File: config.mk
export PLATFORM = sky130hd
export DESIGN_NAME = iic_cfg_seq
export DESIGN_NICKNAME = d
export VERILOG_FILES = /design/src/rtl/iic_cfg_seq.sv
export SDC_FILE = /design/constraint.sdc
export NUM_CORES = 1
export LEC_CHECK = 0
export ABC_CLOCK_PERIOD_IN_PS = 4300
export BUFFER_PORTS_ARGS = -buffer_cell sky130_fd_sc_hd__buf_2
export CAP_MARGIN = 10
export CORE_AREA = 2 2 130 132
export CTS_CLUSTER_SIZE = 30
export DETAILED_ROUTE_END_ITERATION = 10
export DIE_AREA = 0 0 132 134
export GPL_ROUTABILITY_DRIVEN = 0
export SYNTH_ARGS = -nofsm -noshare
export SYNTH_HDL_FRONTEND = slang
export SYNTH_SLANG_ARGS = --single-unit
export TNS_END_PERCENT = 100
File: constraint.sdc
create_clock -name clk -period 4.3 [get_ports clk]
set_input_delay 0.215 -clock clk [delete_from_list [all_inputs] [get_ports clk]]
set_output_delay 0.215 -clock clk [all_outputs]
set_load 0.03 [all_outputs]
File: src/rtl/iic_cfg_seq.sv
// iic_cfg_seq: table-driven I2C register-write sequencer feeding the shared iic_dri master.
// Walks a config ROM of {reg addr, data} entries after a power-up wait. Entries with
// addr 16'hFFFF are inline millisecond delays. Each write has a cycle timeout and
// bounded retry, and init_over is raised once the last entry is handled.
// Optional build macro IIC_CFG_VERIFY_EN: read back every write and retry on mismatch.
module iic_cfg_seq #(
    parameter logic [26:0]     CLK_FRE     = 27'd10_000_000,
    parameter logic [7:0]      DEVICE_ID   = 8'hB2,
    parameter int unsigned     TBL_AW      = 8,
    parameter logic [TBL_AW:0] TBL_LEN     = (TBL_AW + 1)'(64),
    parameter logic [15:0]     POWERUP_MS  = 16'd20,
    parameter logic [19:0]     TIMEOUT_CYC = 20'd100_000,
    parameter logic [2:0]      MAX_RETRY   = 3'd3
) (
    input  logic              clk,
    input  logic              rst,
    input  logic              reinit,
    output logic [TBL_AW-1:0] tbl_idx,
    input  logic [15:0]       tbl_addr,
    input  logic [7:0]        tbl_data,
    output logic [7:0]        device_id,
    output logic              iic_trig,
    output logic              w_r,
    output logic [15:0]       addr,
    output logic [7:0]        data_in,
    input  logic              busy,
    input  logic              byte_over,
    input  logic [7:0]        data_out,
    output logic              init_over,
    output logic              cfg_err,
    output logic [7:0]        err_cnt
);

    localparam int unsigned MS_DIV_RAW = 32'(CLK_FRE) / 1000;
    localparam int unsigned MS_DIV     = (MS_DIV_RAW > 1) ? MS_DIV_RAW : 1;
    localparam int unsigned DIV_W      = (MS_DIV > 1) ? $clog2(MS_DIV) : 1;
    localparam logic [TBL_AW-1:0] LAST_IDX  = TBL_AW'(TBL_LEN - 1'b1);
    localparam logic [3:0]        RETRY_LIM = {1'b0, MAX_RETRY};
    localparam logic [15:0]       DELAY_TAG = 16'hFFFF;

    typedef enum logic [3:0] {
        S_PWRUP,
        S_FETCH,
        S_DECODE,
        S_DELAY,
        S_TRIG,
        S_WAIT_BUSY,
        S_WAIT_DONE,
        S_VERIFY,
        S_NEXT,
        S_DONE
    } state_t;

    state_t            state;
    logic [DIV_W-1:0]  ms_div;
    logic [15:0]       ms_cnt;
    logic [19:0]       cyc_cnt;
    logic [3:0]        retry_cnt;
    logic              fetch_wait;
    logic [15:0]       ent_addr;
    logic [7:0]        ent_data;

    logic              ms_tick_c;
    logic              done_c;
    logic              timeout_c;
    logic              fail_c;

`ifdef IIC_CFG_VERIFY_EN
    logic              rd_phase;
    logic [7:0]        rd_data;
    logic [7:0]        rd_byte_c;
`else
    // Read-back inputs are only consumed when verification is built in.
    logic              unused_in;
    assign unused_in = ^{byte_over, data_out};
`endif

    assign device_id = DEVICE_ID;

    // Millisecond tick, transaction completion and failed-attempt detection.
    always_comb begin
        ms_tick_c = (ms_div == DIV_W'(MS_DIV - 1));
        done_c    = (state == S_WAIT_DONE) && !busy;
        timeout_c = (((state == S_WAIT_BUSY) && !busy) || ((state == S_WAIT_DONE) && busy))
                    && (cyc_cnt >= TIMEOUT_CYC);
        fail_c    = timeout_c;
`ifdef IIC_CFG_VERIFY_EN
        rd_byte_c = byte_over ? data_out : rd_data;
        fail_c    = timeout_c || (done_c && rd_phase && (rd_byte_c != data_in));
`endif
    end

    // Sequencer FSM with registered bus-side outputs.
    always_ff @(posedge clk or posedge rst) begin
        if (rst) begin
            state      <= S_PWRUP;
            ms_div     <= '0;
            ms_cnt     <= '0;
            cyc_cnt    <= '0;
            retry_cnt  <= '0;
            fetch_wait <= 1'b0;
            ent_addr   <= '0;
            ent_data   <= '0;
            tbl_idx    <= '0;
            iic_trig   <= 1'b0;
            w_r        <= 1'b1;
            addr       <= '0;
            data_in    <= '0;
            init_over  <= 1'b0;
            cfg_err    <= 1'b0;
            err_cnt    <= '0;
`ifdef IIC_CFG_VERIFY_EN
            rd_phase   <= 1'b0;
            rd_data    <= '0;
`endif
        end else begin
            iic_trig <= 1'b0;
            ms_div   <= ms_tick_c ? '0 : ms_div + DIV_W'(1);

            if (reinit) begin
                // Restart from the power-up wait; error history is kept.
                state      <= S_PWRUP;
                ms_div     <= '0;
                ms_cnt     <= '0;
                cyc_cnt    <= '0;
                retry_cnt  <= '0;
                fetch_wait <= 1'b0;
                tbl_idx    <= '0;
                init_over  <= 1'b0;
`ifdef IIC_CFG_VERIFY_EN
                rd_phase   <= 1'b0;
`endif
            end else if (fail_c) begin
                // Failed attempt: re-issue the write or give up on this entry.
                w_r <= 1'b1;
`ifdef IIC_CFG_VERIFY_EN
                rd_phase <= 1'b0;
`endif
                if ((retry_cnt + 4'd1) <= RETRY_LIM) begin
                    retry_cnt <= retry_cnt + 4'd1;
                    state     <= S_TRIG;
                end else begin
                    cfg_err <= 1'b1;
                    if (err_cnt != 8'hFF) begin
                        err_cnt <= err_cnt + 8'd1;
                    end
                    state <= S_NEXT;
                end
            end else begin
                case (state)
                    S_PWRUP: begin
                        if (ms_cnt >= POWERUP_MS) begin
                            tbl_idx    <= '0;
                            fetch_wait <= 1'b0;
                            state      <= S_FETCH;
                        end else if (ms_tick_c) begin
                            ms_cnt <= ms_cnt + 16'd1;
                        end
                    end
                    S_FETCH: begin
                        // First cycle covers the ROM read latency.
                        if (!fetch_wait) begin
                            fetch_wait <= 1'b1;
                        end else begin
                            fetch_wait <= 1'b0;
                            ent_addr   <= tbl_addr;
                            ent_data   <= tbl_data;
                            state      <= S_DECODE;
                        end
                    end
                    S_DECODE: begin
                        if (ent_addr == DELAY_TAG) begin
                            if (ent_data == 8'd0) begin
                                state <= S_NEXT;
                            end else begin
                                ms_div <= '0;
                                ms_cnt <= '0;
                                state  <= S_DELAY;
                            end
                        end else begin
                            addr    <= ent_addr;
                            data_in <= ent_data;
                            w_r     <= 1'b1;
                            state   <= S_TRIG;
                        end
                    end
                    S_DELAY: begin
                        if (ms_cnt >= {8'h00, ent_data}) begin
                            state <= S_NEXT;
                        end else if (ms_tick_c) begin
                            ms_cnt <= ms_cnt + 16'd1;
                        end
                    end
                    S_TRIG: begin
                        // Never start while the master is still finishing an older transfer.
                        if (!busy) begin
                            iic_trig <= 1'b1;
                            w_r      <= 1'b1;
                            cyc_cnt  <= '0;
                            state    <= S_WAIT_BUSY;
                        end
                    end
                    S_WAIT_BUSY: begin
                        cyc_cnt <= cyc_cnt + 20'd1;
                        if (busy) begin
                            state <= S_WAIT_DONE;
                        end
                    end
                    S_WAIT_DONE: begin
                        cyc_cnt <= cyc_cnt + 20'd1;
`ifdef IIC_CFG_VERIFY_EN
                        if (byte_over) begin
                            rd_data <= data_out;
                        end
                        if (done_c) begin
                            if (rd_phase) begin
                                rd_phase <= 1'b0;
                                w_r      <= 1'b1;
                                state    <= S_NEXT;
                            end else begin
                                state <= S_VERIFY;
                            end
                        end
`else
                        if (done_c) begin
                            state <= S_NEXT;
                        end
`endif
                    end
`ifdef IIC_CFG_VERIFY_EN
                    S_VERIFY: begin
                        // Read back the register just written, same guard as a write.
                        if (!busy) begin
                            iic_trig <= 1'b1;
                            w_r      <= 1'b0;
                            rd_phase <= 1'b1;
                            cyc_cnt  <= '0;
                            state    <= S_WAIT_BUSY;
                        end
                    end
`endif
                    S_NEXT: begin
                        retry_cnt <= '0;
                        if (tbl_idx == LAST_IDX) begin
                            state <= S_DONE;
                        end else begin
                            tbl_idx    <= tbl_idx + TBL_AW'(1);
                            fetch_wait <= 1'b0;
                            state      <= S_FETCH;
                        end
                    end
                    S_DONE: begin
                        init_over <= 1'b1;
                    end
                    default: begin
                        state <= S_PWRUP;
                    end
                endcase
            end
        end
    end

endmodule

* After elaboration in Yosys (flattened, before gate mapping)
Cells that the tools add are included.
** Cells by class
- Add/sub/neg operators :: 6
- $mul :: 0
- Div/mod/pow operators :: 0
- $lt $le $gt $ge :: 4
- Eq/ne operators :: 30
- Shifts and indexed selects :: 0
- Multiplexer cells :: 57
- Bitwise gates (word level) :: 4
- Reductions and logical operators :: 28
** Operator list (count)
- 16-bit 2-to-1 mux :: 7
- 14-bit 2-to-1 mux :: 6
- 4-bit 2-to-1 mux :: 16
- 20-bit 2-to-1 mux :: 3
- 16-bit case mux with 3 select lines :: 1
- 20-bit case mux with 2 select lines :: 1
- 4-bit case mux with 9 select lines :: 1
- 8-bit 2-to-1 mux :: 4
- 3-bit != test, second input constant :: 10
- 4-bit != test, second input constant :: 6
- 4-bit AND reduction :: 6
- 20-bit by 1-bit adder with 20-bit output, second input constant :: 1
- 20-bit by 17-bit >= comparator with 1-bit output, second input constant :: 1
- 16-bit by 1-bit adder with 16-bit output, second input constant :: 1
- 8-bit by 1-bit adder with 8-bit output, second input constant :: 2
- 16-bit equality test, second input constant :: 1
- 16-bit by 5-bit >= comparator with 1-bit output, second input constant :: 1
- 16-bit by 8-bit >= comparator with 1-bit output :: 1
- 8-bit case mux with 2 select lines :: 1
- 1-bit 2-to-1 mux :: 15
- 14-bit by 1-bit adder with 14-bit output, second input constant :: 1
- 14-bit equality test, second input constant :: 1
- 4-bit by 3-bit equality test with 1-bit output, second input constant :: 3
- 3-bit nonzero test :: 4
- other kinds (24) :: 35
** Storage, ports and cells
- Register bits :: 127
- Latch bits :: 0
- Bits in writable memories :: 0
- ROM bits :: 0
- Output and inout bits :: 52
- Word-level logic and storage cells :: 145
- Memories :: 0

* Logic depth before layout (Yosys ltp)
- Depth in word-level cells :: 7
- Mapped depth :: 10
- Gate-level depth less buffers :: 8

* Least setup slack after synthesis
OpenSTA, ideal clock, no wires.
- Path type :: reg-to-reg
- From :: register state[3]
- To :: register ms_cnt[0]
- Library setup time :: 120 ps
- Arrival time :: 2214 ps
- Required time :: 4180 ps
- Slack :: 1966 ps
- Stages on the path, launching flop included :: 10
- Buffers on the path :: 3
- Cells stage by stage :: dfrtp_1 > nor4b_2 > or2_1 > clkbuf_1 > nor2_1 > or4_1 > buf_2 > or2_4 > buf_6 > a31o_1
** Between the ends
- Word-level cells in the longest chain between the ends :: 6
- Elaborated cells between the ends (all ways) :: 19
** RTL lines
- start: declaration :: line 54 : state_t state;
- start signal: assignment :: line 96 : state <= S_PWRUP;
- start signal: assignment :: line 122 : state <= S_PWRUP;
- start signal: assignment :: line 141 : state <= S_TRIG;
- 4-bit by 3-bit equality test with 1-bit output :: line 84 : timeout_c = (((state == S_WAIT_BUSY) && !busy) || ((state == S_WAIT_DONE) && busy))
- 1-bit logical AND :: line 84
- 1-bit logical OR :: line 84
- 1-bit logical AND :: line 85 : && (cyc_cnt >= TIMEOUT_CYC);
- 2-bit != test (no line)
- 6-bit AND reduction (no line)
- end signal: assignment :: line 157 : ms_cnt <= ms_cnt + 16'd1;
- end signal: assignment :: line 191 : ms_cnt <= ms_cnt + 16'd1;
- end: declaration :: line 56 : logic [15:0] ms_cnt;
Several ways; a longest one is shown, not always the timed one. The select of a mux whose other input is x is not followed.
A chain may end at the register's enable or synchronous reset.

* Worst setup path in the final report
- From :: register state[3]
- To :: register ms_cnt[5]
Same word-level chain as after synthesis.

==> impl_metrics.prom <==
# TYPE chip_impl_metric gauge
chip_impl_metric{name="clkTransAtPathRegs",unit="ps"} 60
chip_impl_metric{name="detail_route.iter0.violations",unit=""} 330
chip_impl_metric{name="tightestPinTransition",unit="ps"} 1160
chip_impl_metric{name="syn_to_layout_area_delta",unit="%"} 18.2
chip_impl_metric{name="share_clk_of_total_power",unit="%"} 39.1
chip_impl_metric{name="power.density_cell_area",unit="nW/um^2"} 518
chip_impl_metric{name="power.share.combinational",unit="%"} 21.4
chip_impl_info{name="yosysMostFrequentCell",value="sky130_fd_sc_hd__dfrtp_1"} 1
chip_impl_metric{name="route.antenna.remaining_nets",unit=""} 0
chip_impl_info{name="critPathCaptureType",value="flop"} 1
chip_impl_metric{name="synth-async-reset-ratio",unit="%"} 100
chip_impl_metric{name="grt_start_max_net_pins",unit=""} 62
chip_impl_metric{name="netSwitchingPower",unit="uW"} 1190
chip_impl_info{name="timing_worst_setup_path_type",value="reg2reg"} 1
chip_impl_metric{name="critPathArrivalTime",unit="ps"} 3310
chip_impl_metric{name="fillCellCount",unit=""} 1533
chip_impl_info{name="root_buffer",value="sky130_fd_sc_hd__clkbuf_16"} 1
chip_impl_metric{name="post_route_clock_period_utilization",unit="%"} 70.1
chip_impl_metric{name="core_region_area",unit="sq um"} 16300
chip_impl_metric{name="placement.setup.worst_slack",unit="ps"} 1330
chip_impl_metric{name="finalHoldViolCount",unit=""} 0
chip_impl_info{name="synth_ff_type",value="sky130_fd_sc_hd__dfrtp_1"} 1
chip_impl_info{name="cts_tree",value="built"} 1
chip_impl_metric{name="finalSetupTns",unit="ps"} 0
chip_impl_metric{name="seq_power_share",unit="%"} 39.5
chip_impl_metric{name="grt_use_total",unit="%"} 16.9
chip_impl_metric{name="synth.yosys.warnings",unit=""} 0
chip_impl_metric{name="setup_viol",unit=""} 0
chip_impl_metric{name="nNetsFinal",unit=""} 737
chip_impl_metric{name="die-area",unit="sq um"} 17700
chip_impl_metric{name="die_w",unit="um"} 132
chip_impl_metric{name="place.port_buffers",unit=""} 70
chip_impl_metric{name="route.final.wire_length",unit="mm"} 14.0
chip_impl_metric{name="row_count",unit=""} 47
chip_impl_info{name="min_delay_worst_endpoint",value="ent_addr[14]$_DFFE_PP0P_"} 1
chip_impl_metric{name="finalWorstSetupSlack",unit="ps"} 1290
chip_impl_metric{name="reg2reg_slack",unit="ps"} 1290
chip_impl_metric{name="global_route_wire_length_before_repair",unit="mm"} 24.4
chip_impl_metric{name="number_of_top_level_pins",unit=""} 89
chip_impl_metric{name="dp.final_hpwl",unit="mm"} 9.65
chip_impl_metric{name="synth_top_area_share",unit="%"} 49.6
chip_impl_info{name="r2r_start",value="state[3]$_DFFE_PP0P_"} 1
chip_impl_metric{name="cts.hold.buffers_added",unit=""} 1
chip_impl_metric{name="required_time_of_the_critical_path",unit="ps"} 4600
chip_impl_info{name="hold_path.startpoint",value="tbl_addr[14]"} 1
chip_impl_metric{name="synth.yosys.seq_area_share",unit="%"} 49.6
chip_impl_metric{name="final.min_clock_period",unit="ps"} 3010
chip_impl_metric{name="cts_post_setup_buffers_inserted",unit=""} 0
chip_impl_metric{name="die_h",unit="um"} 134
chip_impl_metric{name="final_layout_size_suffix_gt1_share",unit="%"} 23.9
chip_impl_info{name="critical_path.reg2reg.endpoint",value="ms_cnt[5]$_DFFE_PP0P_"} 1
chip_impl_metric{name="cts_buffers",unit=""} 17
chip_impl_metric{name="antenna_found_initial",unit=""} 0
chip_impl_metric{name="vdd_drop_max",unit="mV"} 0.325
chip_impl_metric{name="synth-seq-cells",unit=""} 126
chip_impl_metric{name="routed_via_density",unit=""} 5.35
chip_impl_metric{name="synthesis.instances",unit=""} 616
chip_impl_metric{name="cts_repair_resize_count",unit=""} 0
chip_impl_metric{name="drc",unit=""} 0
chip_impl_metric{name="power.internal",unit="uW"} 2700
chip_impl_metric{name="clock-sinks",unit=""} 126
chip_impl_metric{name="initial_utilization",unit="%"} 39.0
chip_impl_metric{name="finClkSkew",unit="ps"} 11.0
chip_impl_metric{name="cell_depth_of_the_worst_flop_to_flop_path",unit=""} 6
chip_impl_metric{name="synthesis.area_per_instance",unit="sq um"} 10.3
chip_impl_metric{name="timing.slew.headroom",unit="%"} 23.0
chip_impl_info{name="synth_common_cells",value="126 x sky130_fd_sc_hd__dfrtp_1, 50 x sky130_fd_sc_hd__mux2_2, 50 x sky130_fd_sc_hd__nor2_1"} 1
chip_impl_metric{name="first_global_vias",unit=""} 5135
chip_impl_metric{name="maximum_clock_frequency",unit="GHz"} 0.332
chip_impl_metric{name="final_max_slew_viol_count",unit=""} 0
chip_impl_info{name="min-delay-path-class",value="in2reg"} 1
chip_impl_metric{name="ctsLongestPathBuffers",unit=""} 2
chip_impl_metric{name="total_leakage_power",unit="uW"} 0.00352
chip_impl_metric{name="hold-worst-slack",unit="ps"} 24.8
chip_impl_metric{name="power.switching_fraction",unit="%"} 30.6
chip_impl_info{name="synthTopCellsByArea",value="sky130_fd_sc_hd__dfrtp_1 50%, sky130_fd_sc_hd__mux2_2 8.9%, sky130_fd_sc_hd__ha_1 3.2%, sky130_fd_sc_hd__o21ai_0 3.1%, sky130_fd_sc_hd__nor2_1 3.0%"} 1
chip_impl_metric{name="grt_remaining_overflow",unit=""} 0
chip_impl_metric{name="ctsHtreeMaxLevel",unit=""} 4
chip_impl_metric{name="critical_path.max_fanout",unit=""} 15
chip_impl_metric{name="yosysUniqueCellTypes",unit=""} 66
chip_impl_info{name="grt_setup_unrepaired",value="false"} 1
chip_impl_metric{name="firstDrtPassIters",unit=""} 5
chip_impl_metric{name="max_cap_viol_count",unit=""} 0
chip_impl_metric{name="synth_edf_count",unit=""} 0
chip_impl_metric{name="whs_path_depth",unit=""} 2
chip_impl_metric{name="post_drt_wl_per_cell",unit="um"} 15.3
chip_impl_metric{name="dr_total_vias",unit=""} 4897
chip_impl_info{name="outcome",value="complete, no violations"} 1
chip_impl_info{name="start_kind",value="flop"} 1
chip_impl_metric{name="num_antenna_cells",unit=""} 0
chip_impl_info{name="synth_top_area_cell",value="sky130_fd_sc_hd__dfrtp_1"} 1
chip_impl_metric{name="synthesized_cell_area",unit="sq um"} 6350
chip_impl_metric{name="worst_skew_pair.late_latency",unit="ps"} 420
state kept, by name, summed over array words and instances (netlist names):
signal / cells
init_over: 1
err_cnt: 8
retry_cnt: 4
addr: 16
ms_cnt: 16
data_in: 8
cfg_err: 1
tbl_idx: 8
iic_trig: 1
cyc_cnt: 20
ent_data: 8
ms_div: 14
state: 4
ent_addr: 16
fetch_wait: 1
power by group through the flow:
stage          combinational (uW)  clock, uW  sequential, uW
6_report                      832       1520            1540
5_1_grt                       922       1610            1570
4_1_cts                       839       1550            1540
3_5_place_dp                  834          0            1560
3_3_place_gp                  810          0            1550
2_1_floorplan                 570          0            1600
worst max-delay path by stage:
stage / start / end / slack (ps)
after global placement: state[3]$_DFFE_PP0P_ / ms_cnt[5]$_DFFE_PP0P_ / 1420
final: state[3]$_DFFE_PP0P_ / ms_cnt[5]$_DFFE_PP0P_ / 1290
after CTS: state[3]$_DFFE_PP0P_ / ms_cnt[5]$_DFFE_PP0P_ / 1310
after detailed placement: state[3]$_DFFE_PP0P_ / ms_cnt[5]$_DFFE_PP0P_ / 1330
after floorplan: rst / addr[0]$_DFFE_PP0P_ / 730
after global routing: state[3]$_DFFE_PP0P_ / ms_cnt[2]$_DFFE_PP0P_ / 1080
stage by stage:
stage | util [%] | cell area, sq um | total power, uW | std cells
CTS | 46.1 | 7510 | 3930 | 916
global placement | 42.2 | 6870 | 2360 | 884
floorplan | - | 6380 | 2170 | 623
detailed placement | 42.2 | 6870 | 2390 | 884
finish | 46.1 | 7510 | 3890 | 916
global route | 46.1 | 7510 | 4100 | 916
per-layer routing:
| layer | wire length (um) | track usage [%] |
|---|---|---|
| met1 | 6220 | 21.0 |
| met2 | 6900 | 28.4 |
| met3 | 653 | 4.65 |
| met4 | 207 | 6.28 |
| met5 | 0 | 0 |
critical path, cell delays in order, from the launching register on:
cell,delay [ps]
sky130_fd_sc_hd__dfrtp_1,530
sky130_fd_sc_hd__nor4b_2,420
sky130_fd_sc_hd__or2_1,500
sky130_fd_sc_hd__nor2_1,90
sky130_fd_sc_hd__or4_1,670
sky130_fd_sc_hd__or2_4,360
sky130_fd_sc_hd__o41ai_1,330
area by class of cell:
class	count	area (sq um)	area share (%)
inverters	22	85.1	1.13
repair buffers	74	383	5.10
multi-input cells	443	2980	39.7
clock buffers	18	439	5.85
flip-flops and latches	126	3150	42.0
clock inverters	13	188	2.50
well taps	220	275	3.67
kinds of logic after synthesis:
kind of cell / count (synthesis) / share of synthesized area, %
buf+inv: 54 / 3.90
mux: 53 / 9.34
xor+xnor: 19 / 2.62
other cells: 2 / 0.118
simple gates: 230 / 19.7
compound gates: 116 / 11.6
flops: 126 / 49.6
fa+ha+maj: 16 / 3.15
layout by cell type (no fill, tap or decap), drive strengths merged, types with 4 or more instances in the layout:
master	instances
mux2	50
xor2	10
o31ai	6
nand4	15
nor4	10
or3	13
nand3	22
conb	9
nor2	50
xnor2	9
bufinv	4
clkbuf	18
a31o	4
or4	5
a21oi	24
inv	25
nand2b	6
and3	18
o311ai	6
buf	73
and2	9
dfrtp	126
o21ai	42
nand2	44
nor4b	5
a31oi	8
nor3	10
o41ai	4
or3b	5
ha	16
o211ai	4
No activity file was read; power rests on OpenSTA's default activity.
